### config.mk
export PLATFORM = sky130hd
export DESIGN_NAME = reg_writeback_queue
export DESIGN_NICKNAME = d
export VERILOG_FILES = /design/src/rtl/reg_writeback_queue.sv
export SDC_FILE = /design/constraint.sdc
export NUM_CORES = 1
export LEC_CHECK = 0
export CORE_MARGIN = 8
export CORE_UTILIZATION = 55
export DETAILED_ROUTE_END_ITERATION = 10
export PLACE_DENSITY = 0.78
export REMOVE_ABC_BUFFERS = 1
export SLEW_MARGIN = 5
export SYNTH_ARGS = -nofsm -noshare
export SYNTH_HDL_FRONTEND = slang
export SYNTH_SLANG_ARGS = --single-unit
### constraint.sdc
create_clock -name clk -period 3.22 [get_ports clk]
set_input_delay 0.322 -clock clk [delete_from_list [all_inputs] [get_ports clk]]
set_output_delay 0.322 -clock clk [all_outputs]
set_load 0.03 [all_outputs]
### src/rtl/reg_writeback_queue.sv
// reg_writeback_queue: FIFO of results feeding the register-file write port, with youngest-wins forwarding lookup.
module reg_writeback_queue #(
  parameter int DATA_WIDTH = 16,
  parameter int ADDR_WIDTH = 4,
  parameter int DEPTH = 4
) (
  input  logic                    clk,
  input  logic                    rst,
  input  logic                    res_valid,
  output logic                    res_ready,
  input  logic [ADDR_WIDTH-1:0]   res_dest,
  input  logic [DATA_WIDTH-1:0]   res_data,
  input  logic                    stall,
  output logic                    reg_write_en,
  output logic [ADDR_WIDTH-1:0]   reg_write_dest,
  output logic [DATA_WIDTH-1:0]   reg_write_data,
  input  logic [ADDR_WIDTH-1:0]   chk_addr,
  output logic                    chk_hit,
  output logic [DATA_WIDTH-1:0]   chk_data,
  output logic [$clog2(DEPTH):0]  count,
  output logic                    idle
);
  localparam int PW = $clog2(DEPTH);
  localparam logic [PW:0] FULL = (PW+1)'(DEPTH);
  logic [ADDR_WIDTH-1:0] dest_q [DEPTH];
  logic [DATA_WIDTH-1:0] data_q [DEPTH];
  logic [PW-1:0] wr_ptr, rd_ptr, idx;
  logic push, pop;
  assign res_ready = !rst && (count < FULL);
  assign push = res_valid && res_ready;
  assign pop = !stall && (count != '0);
  assign idle = (count == '0) && !reg_write_en;
  always_ff @(posedge clk) begin
    if (rst) begin
      wr_ptr <= '0;
      rd_ptr <= '0;
      count <= '0;
      reg_write_en <= 1'b0;
      reg_write_dest <= '0;
      reg_write_data <= '0;
    end else begin
      if (push) begin
        dest_q[wr_ptr] <= res_dest;
        data_q[wr_ptr] <= res_data;
        wr_ptr <= wr_ptr + 1'b1;
      end
      if (pop) begin
        rd_ptr <= rd_ptr + 1'b1;
        reg_write_dest <= dest_q[rd_ptr];
        reg_write_data <= data_q[rd_ptr];
      end
      reg_write_en <= pop;
      count <= count + (PW+1)'(push) - (PW+1)'(pop);
    end
  end
  // Output stage is oldest; scanning queue oldest-to-newest lets the youngest match overwrite.
  always_comb begin
    chk_hit = reg_write_en && (reg_write_dest == chk_addr);
    chk_data = chk_hit ? reg_write_data : '0;
    idx = rd_ptr;
    for (int i = 0; i < DEPTH; i++) begin
      idx = rd_ptr + PW'(i);
      if (((PW+1)'(i) < count) && (dest_q[idx] == chk_addr)) begin
        chk_hit = 1'b1;
        chk_data = data_q[idx];
      end
    end
  end
endmodule

### Yosys cells after proc, flatten, opt, wreduce, memory -nomap -nowiden

Memory sizes are Yosys's and may differ from the RTL's. A register that Yosys moved wholly into a read port is not among the register bits.
Cells that the tools add are included.

* register bits after elaboration: 28
* bits in writable memories: 80
* input port bits: 28
* output and inout bits: 43
* logic and storage cells: 54
* memories kept: 2

Memories
* data_q: words 4, width 16, read ports 4, clocked after Yosys merged registers in 1, wr ports 1, line 26 `logic [DATA_WIDTH-1:0] data_q [DEPTH];`
* dest_q: words 4, width 4, read ports 4, clocked after Yosys merged registers in 1, wr ports 1, line 25 `logic [ADDR_WIDTH-1:0] dest_q [DEPTH];`

* add/sub/neg operators: 6
* magnitude comparators: 5
* equal/unequal tests: 5
* mux-type cells: 16
* reduce and logical (&&, ||, !) cells: 14

Operator list (count)
* $mux 16: 5
* $eq 4x4->1: 5
* $logic_and 1x1->1: 9
* $mux 2: 4
* $mux 1: 7
* $lt 1x3->1 const A: 2
* $lt 2x3->1 const A: 2
* $add 2x1->2 const B: 2
* $add 2x2->2 const B: 2
* $add 3x1->3: 1
* $logic_not 1->1: 3
* $logic_not 3->1: 1
* $lt 3x3->1 const B: 1
* $reduce_bool 3->1: 1
* $sub 3x1->3: 1

### Logic depth before layout (Yosys ltp)

Gate-level depths: netlist of run 1.

* word-level depth: 7
* mapped depth: 10
* mapped depth without buffers: 9

### Least setup slack after synthesis of run 1

OpenSTA, ideal clock, no wires.

* kind: register to output
* start point: register rd_ptr[1]
* end point: output port chk_data[10]
* arrival time: 2.438 ns
* required time: 2.898 ns
* path slack: 0.460 ns
* cell stages (with the launch flop): 10
* buffers on the path: 3
* path through: dfxtp_1 > buf_4 > mux4_2 > xnor2_1 > and4_1 > buf_4 > a21oi_2 > buf_2 > o21ai_0 > o221ai_1

* cells in the longest elaborated chain, start to end: 7
* elaborated cells between the ends (all ways): 14
* those cells by class: add/sub: 3; eq/ne: 3; mux: 3; reduce/logical: 3; memory: 2

RTL lines
* from (decl): line 27 `logic [PW-1:0] wr_ptr, rd_ptr, idx;`
* from (signal assigned): line 48 `rd_ptr <= rd_ptr + 1'b1;`
* $add 2x1->2: line 62 `idx = rd_ptr + PW'(i);`
* $mem_v2 4x4
* $eq 4x4->1: line 63 `if (((PW+1)'(i) < count) && (dest_q[idx] == chk_addr)) begin`
* $logic_and 1x1->1: line 63
* $mux 16 (2 in series): line 63
* $mux 16 *: line 63
* to (decl): line 19 `output logic [DATA_WIDTH-1:0] chk_data,`

Mark *: on every way between the ends. The rest lies on a longest branch, timed or not.

### Worst setup path after layout of run 1

* start point: register rd_ptr[0]
* end point: output port chk_data[15]

The elaborated chain is that of the path after synthesis.

==> results.json, run 1 <==
{
  "fin_nets": 558,
  "ys.flop_type": "edfxtp_1",
  "h-tree-depth": 3,
  "cp.required_ns": 2.90,
  "ys_warn_count": 0,
  "clkSinkCount": 110,
  "n_antenna_cell": 0,
  "postSynthCellCount": 455,
  "gp_congestion": 0.806,
  "synth_edf_count": 80,
  "finalHoldViolations": 0,
  "clk_pin_slew_ns": 0.07,
  "tightest_slew_ns": 0.742,
  "route.vias.total": 4500,
  "finClkSkew_ns": 0.00301,
  "synth_most_common_cell": "edfxtp_1",
  "dr.first_iter.drc_count": 397,
  "wl_per_cell_um": 23.5,
  "core_mm2": 0.0115,
  "cap_violations": 0,
  "synth_cell_types": 42,
  "dp_hpwl_mm": 10.0,
  "drc": 0,
  "die-area_mm2": 0.0156,
  "setup_ws_ns": 0.128,
  "antenna_found_initial": 0,
  "min_period_ns": 3.09,
  "die_y_um": 125,
  "drive_above_1_share_pct": 29.7,
  "fmax_mhz": 323,
  "slew_viol_final": 0,
  "boundaryPins": 71,
  "synth_common_cells": "edfxtp_1 (80), mux4_2 (72), nand2_1 (59), dfxtp_1 (30), inv_1 (24)",
  "first_pass_iters": 5,
  "finalNonFillerCells": 669,
  "synth.area.top_cells": "edfxtp_1 (37%), mux4_2 (25%), dfxtp_1 (9.2%), nand2_1 (3.4%), mux4_1 (2.4%)",
  "cts_tree": "built",
  "clock_path_buffers": 2,
  "criticalPathCategory": "flip-flop to output port",
  "placedCellCount": 651,
  "critPathLaunchType": "flip-flop",
  "syn_area_mm2": 0.00650,
  "finalPower_uw": 5510,
  "power_leakage_uw": 0.00258,
  "start_util_pct": 56.7,
  "ant_nets": 0,
  "grt_max_degree": 51,
  "crit_fanout": 12,
  "routed_wl_mm": 15.7,
  "fin_crit_sh_pct": 96.0,
  "peakVddDrop_mv": 0.463,
  "tns_ns": 0,
  "grt.overflow.total": 0,
  "endpoint_kind": "output port",
  "grtUsageTotal_pct": 20.2,
  "cts_root_buffer": "clkbuf_16",
  "grt_pass1_vias": 4493,
  "rows": 39,
  "avgSynthCellArea_um2": 14.3,
  "portBuffers": 70,
  "synth_top_area_share_pct": 36.9,
  "synth.largest_area_cell": "edfxtp_1",
  "regToRegSetupSlack_ns": 1.02,
  "hold_class": "flip-flop to flip-flop",
  "ys_seq_area_share_pct": 46.2,
  "outcome": "finished clean",
  "crit_arrival_ns": 2.77,
  "grt_pass1_wl_mm": 24.9,
  "clkLatencyLatePin_ns": 0.35,
  "hold_ws_ns": 0.482,
  "p_per_area_mw_per_mm2": 706,
  "synth-seq-cells": 110,
  "area_growth_pct": 20.0,
  "setup_viol": 0,
  "cts_made_buffers": 9,
  "viasPerCell": 6.73,
  "slew_headroom_pct": 50.6,
  "async_flop_share_pct": 0,
  "holdBufCountCts": 0,
  "die_x_um": 125,
  "dp_slack_ns": 0.283
}
[where the power goes]
group | switching, uW | internal, uW | total (uW)
Combinational | 1240 | 1160 | 2400
Clock | 491 | 759 | 1250
Sequential | 178 | 1670 | 1850
[worst max-delay path, stage by stage (launching register included)]
cell	delay, ns
dfxtp_4	0.44
mux4_2	0.55
xor2_2	0.17
a2111oi_4	0.28
buf_4	0.20
nand3b_2	0.14
buf_6	0.22
o221ai_1	0.20
buf_4	0.21
[layout by cell type (no fill, tap or decap), types with 15 or more instances in the layout]
| master | instances |
|---|---|
| a21oi_1 | 21 |
| buf_4 | 29 |
| clkdlybuf4s50_1 | 53 |
| dfxtp_1 | 27 |
| edfxtp_1 | 80 |
| inv_1 | 24 |
| mux4_2 | 72 |
| nand2_1 | 59 |
| o21ai_0 | 15 |
| xor2_1 | 15 |
[state kept, by name, indices dropped and copies added, names as in the netlist, named ones only]
register,count
count,3
wr_ptr,2
reg_write_en,1
dest_q,16
rd_ptr,2
reg_write_data,16
data_q,64
reg_write_dest,4
[through the flow]
| stage | util [%] | area [um^2] |
|---|---|---|
| 2_1_floorplan | - | 6280 |
| 3_3_place_gp | 64.4 | 7380 |
| 3_5_place_dp | 64.4 | 7380 |
| 4_1_cts | 67.6 | 7750 |
| 5_1_grt | 68.1 | 7800 |
| 6_report | 68.1 | 7800 |
[cell type report]
cell class	count	area, um^2
Fill cell	766	3660
Clock inverter	6	110
Tap cell	143	179
Sequential cell	110	3010
Timing Repair Buffer	93	936
Multi-Input combinational cell	283	3250
Inverter	24	90.1
Clock buffer	10	229
[worst paths after layout]
path	depth (start not counted)	to	from
max	8	chk_data[15]	rd_ptr[0]
min	2	reg_write_dest[2]	reg_write_dest[2]
max reg2reg	9	count[2]	count[2]
min reg2reg	2	reg_write_dest[2]	reg_write_dest[2]
[cell families (layout without fill, tap and decap cells)]
family          count (synthesis)  after routing  share of synthesized area [%]
compound gates                 76             76                           9.58
xor+xnor                       25             25                           3.37
fa+ha+maj                       9              9                           1.85
buf+inv                        62            133                           4.75
flops                         110            110                           46.2
mux                            83             83                           28.1
simple gates                   90             90                           6.16
[layer usage]
metal	part of all wire (%)	up-vias	GRT usage (%)
li1	-	1936	-
met1	38	2297	25.1
met3	9.1	23	4.55
met2	51	244	33.8
met4	1.9	0	7.44
met5	0	-	0
[repair_timing]
item | CTS | global route
gates resized for setup | 5 | 8
buffers inserted | 0 | 2
pin swaps | 0 | 1
endpoints found under the setup margin | 10 | 13
Power figures use the tool's default switching activity.
==> run 2, diff against run 1 <==
CTS_CLUSTER_DIAMETER = 30   (was default)
==> results of run 2 <==
The final DEF is identical to that of run 1; final timing and power are the same.
==> run 3, diff against run 2 <==
CORE_UTILIZATION = 56   (was 55)
PLACE_DENSITY = 0.79   (was 0.78)
==> run 3 against run 2 <==
Against the previous run: via count is 1.5% lower; cell count is 0.60% higher; critical endpoint is now chk_data[7]; cell area is 0.72% lower.
==> results.json, run 3 (synthesis gave the netlist of run 1 again) <==
{
  "outcome": "finished clean",
  "rows": 39,
  "grtUsageTotal_pct": 20.5,
  "cts_tree": "built",
  "peakVddDrop_mv": 0.422,
  "fin_area_mm2": 0.00775,
  "h-tree-depth": 3,
  "dp_hpwl_mm": 9.80,
  "fmax_mhz": 324,
  "slew_headroom_pct": 52.8,
  "clkLatencyLatePin_ns": 0.34,
  "reg2reg_depth": 9,
  "slowest_delay_ns": 0.56,
  "die-area_mm2": 0.0153,
  "regToRegSetupSlack_ns": 1.04,
  "hold_class": "flip-flop to flip-flop",
  "finalNonFillerCells": 673,
  "setup_viol": 0,
  "cp.required_ns": 2.90,
  "grt_pass1_wl_mm": 23.8,
  "drc": 0,
  "die_y_um": 124,
  "top_usage_layer": "met2",
  "first_pass_iters": 5,
  "multiInputGateArea_mm2": 0.00322,
  "top_register": "data_q",
  "layout_commonest_cell": "edfxtp_1",
  "crit_arrival_ns": 2.76,
  "cpMaxStageDelayCell": "mux4_2",
  "critical_path.top_delay_family": "multiplexers",
  "slew_viol_final": 0,
  "dr.first_iter.drc_count": 346,
  "tightest_slew_ns": 0.708,
  "min_period_ns": 3.08,
  "cp_cell_sequence": "mux4_2 > mux2i_1 > and4_1 > a21oi_2 > buf_4 > o21ai_0 > o221ai_2 > buf_12",
  "crit_buf_inv": 2,
  "cts_made_buffers": 9,
  "boundaryPins": 71,
  "start_util_pct": 57.2,
  "wl_per_cell_um": 22.1,
  "clkSinkCount": 110,
  "grt.overflow.total": 0,
  "setup_ws_ns": 0.135,
  "p_per_area_mw_per_mm2": 693,
  "die_x_um": 124,
  "grt_pass1_vias": 4566,
  "dp_slack_ns": 0.284,
  "antenna_found_initial": 0,
  "use_met3_pct": 4.08,
  "route.vias.total": 4432,
  "portBuffers": 70,
  "cp-endpoint": "chk_data[7]",
  "r2r_end": "count[2]",
  "viasPerCell": 6.59,
  "fin_crit_sh_pct": 95.8,
  "critPathLaunchType": "flip-flop",
  "gp_congestion": 0.807,
  "reg2reg_from": "count[2]",
  "n_fill_cell": 767,
  "endpoint_kind": "output port",
  "reg_top3": "data_q (64), dest_q (16), reg_write_data (16)",
  "clock_path_buffers": 2,
  "placedCellCount": 653,
  "final_util_pct": 68.1,
  "clk_pin_slew_ns": 0.08,
  "routed_wl_mm": 14.9,
  "post_dp_cell_area_mm2": 0.00736,
  "ant_nets": 0,
  "cp.depth": 8,
  "power_leakage_uw": 0.00258,
  "drive_above_1_share_pct": 30.2,
  "finClkSkew_ns": 0.00830,
  "largest_reg_flops": 64,
  "final_cell_mix": "edfxtp_1 (80), mux4_2 (72), nand2_1 (59)",
  "regArea_mm2": 0.00301,
  "grt_max_degree": 45,
  "cts_root_buffer": "clkbuf_16",
  "core_mm2": 0.0114,
  "fin_nets": 562,
  "cp-startpoint": "rd_ptr[1]",
  "grt_use_met2_pct": 34.4,
  "finalHoldViolations": 0,
  "area_growth_pct": 19.1,
  "n_antenna_cell": 0,
  "criticalPathCategory": "flip-flop to output port",
  "use_met1_pct": 25.3,
  "cap_violations": 0,
  "crit_fanout": 17,
  "hold_ws_ns": 0.484
}
## run 3: cell count changes in the layout (fill, tap and decap cells not counted), moves of 2 or more
cell       delta
buf_4         +9
xor2_2        -2
inv_8         +3
buf_12        -3
xor2_1        +2
bufinv_16     -2
## run 3: cell type report
cell class                      instances  share of cell area (%)
Tap cell                              143                    2.31
Inverter                               24                    1.16
Sequential cell                       110                    38.9
Clock buffer                            9                    2.91
Timing Repair Buffer                   97                    12.0
Clock inverter                          7                    1.15
Multi-Input combinational cell        283                    41.6
## run 3: stage by stage
stage	setup TNS (ns)	total power (uW)
3_5_place_dp	0	4200
5_1_grt	-0.00599	5640
6_report	0	5370
2_1_floorplan	-22.26	3510
3_3_place_gp	0	4150
4_1_cts	0	5380
## run 3: power breakdown
group          internal, uW  switching, uW  total, uW
Clock                   623            524       1150
Sequential             1670            178       1850
Combinational          1160           1210       2370
## run 3: timing repair
action,4_1_cts,5_1_grt
pin swaps,0,0
setup buffers,4,0
endpoints found under the setup margin,15,13
resized for setup,3,6
hold buffers,0,0
gates cloned,0,0
## run 3: routing by layer
layer | share of wire [%] | routed length [um]
met1 | 37 | 5550
met2 | 52 | 7680
met3 | 9.0 | 1340
met4 | 2.1 | 314
met5 | 0 | 0
## run 3: worst min path at each step
stage / start / end / slack, ns / depth (start not counted)
2_1_floorplan: rst / reg_write_data[0] / 0.39 / 1
3_3_place_gp: reg_write_data[1] / reg_write_data[1] / 0.46 / 2
3_5_place_dp: reg_write_data[2] / reg_write_data[2] / 0.47 / 2
4_1_cts: reg_write_data[4] / reg_write_data[4] / 0.48 / 2
5_1_grt: reg_write_dest[2] / reg_write_dest[2] / 0.50 / 2
6_report: reg_write_data[4] / reg_write_data[4] / 0.48 / 2
## run 3: worst min-delay path, stage by stage (launching register included)
cell,delay (ns)
dfxtp_1,0.33
nand2_1,0.06
a21oi_1,0.05
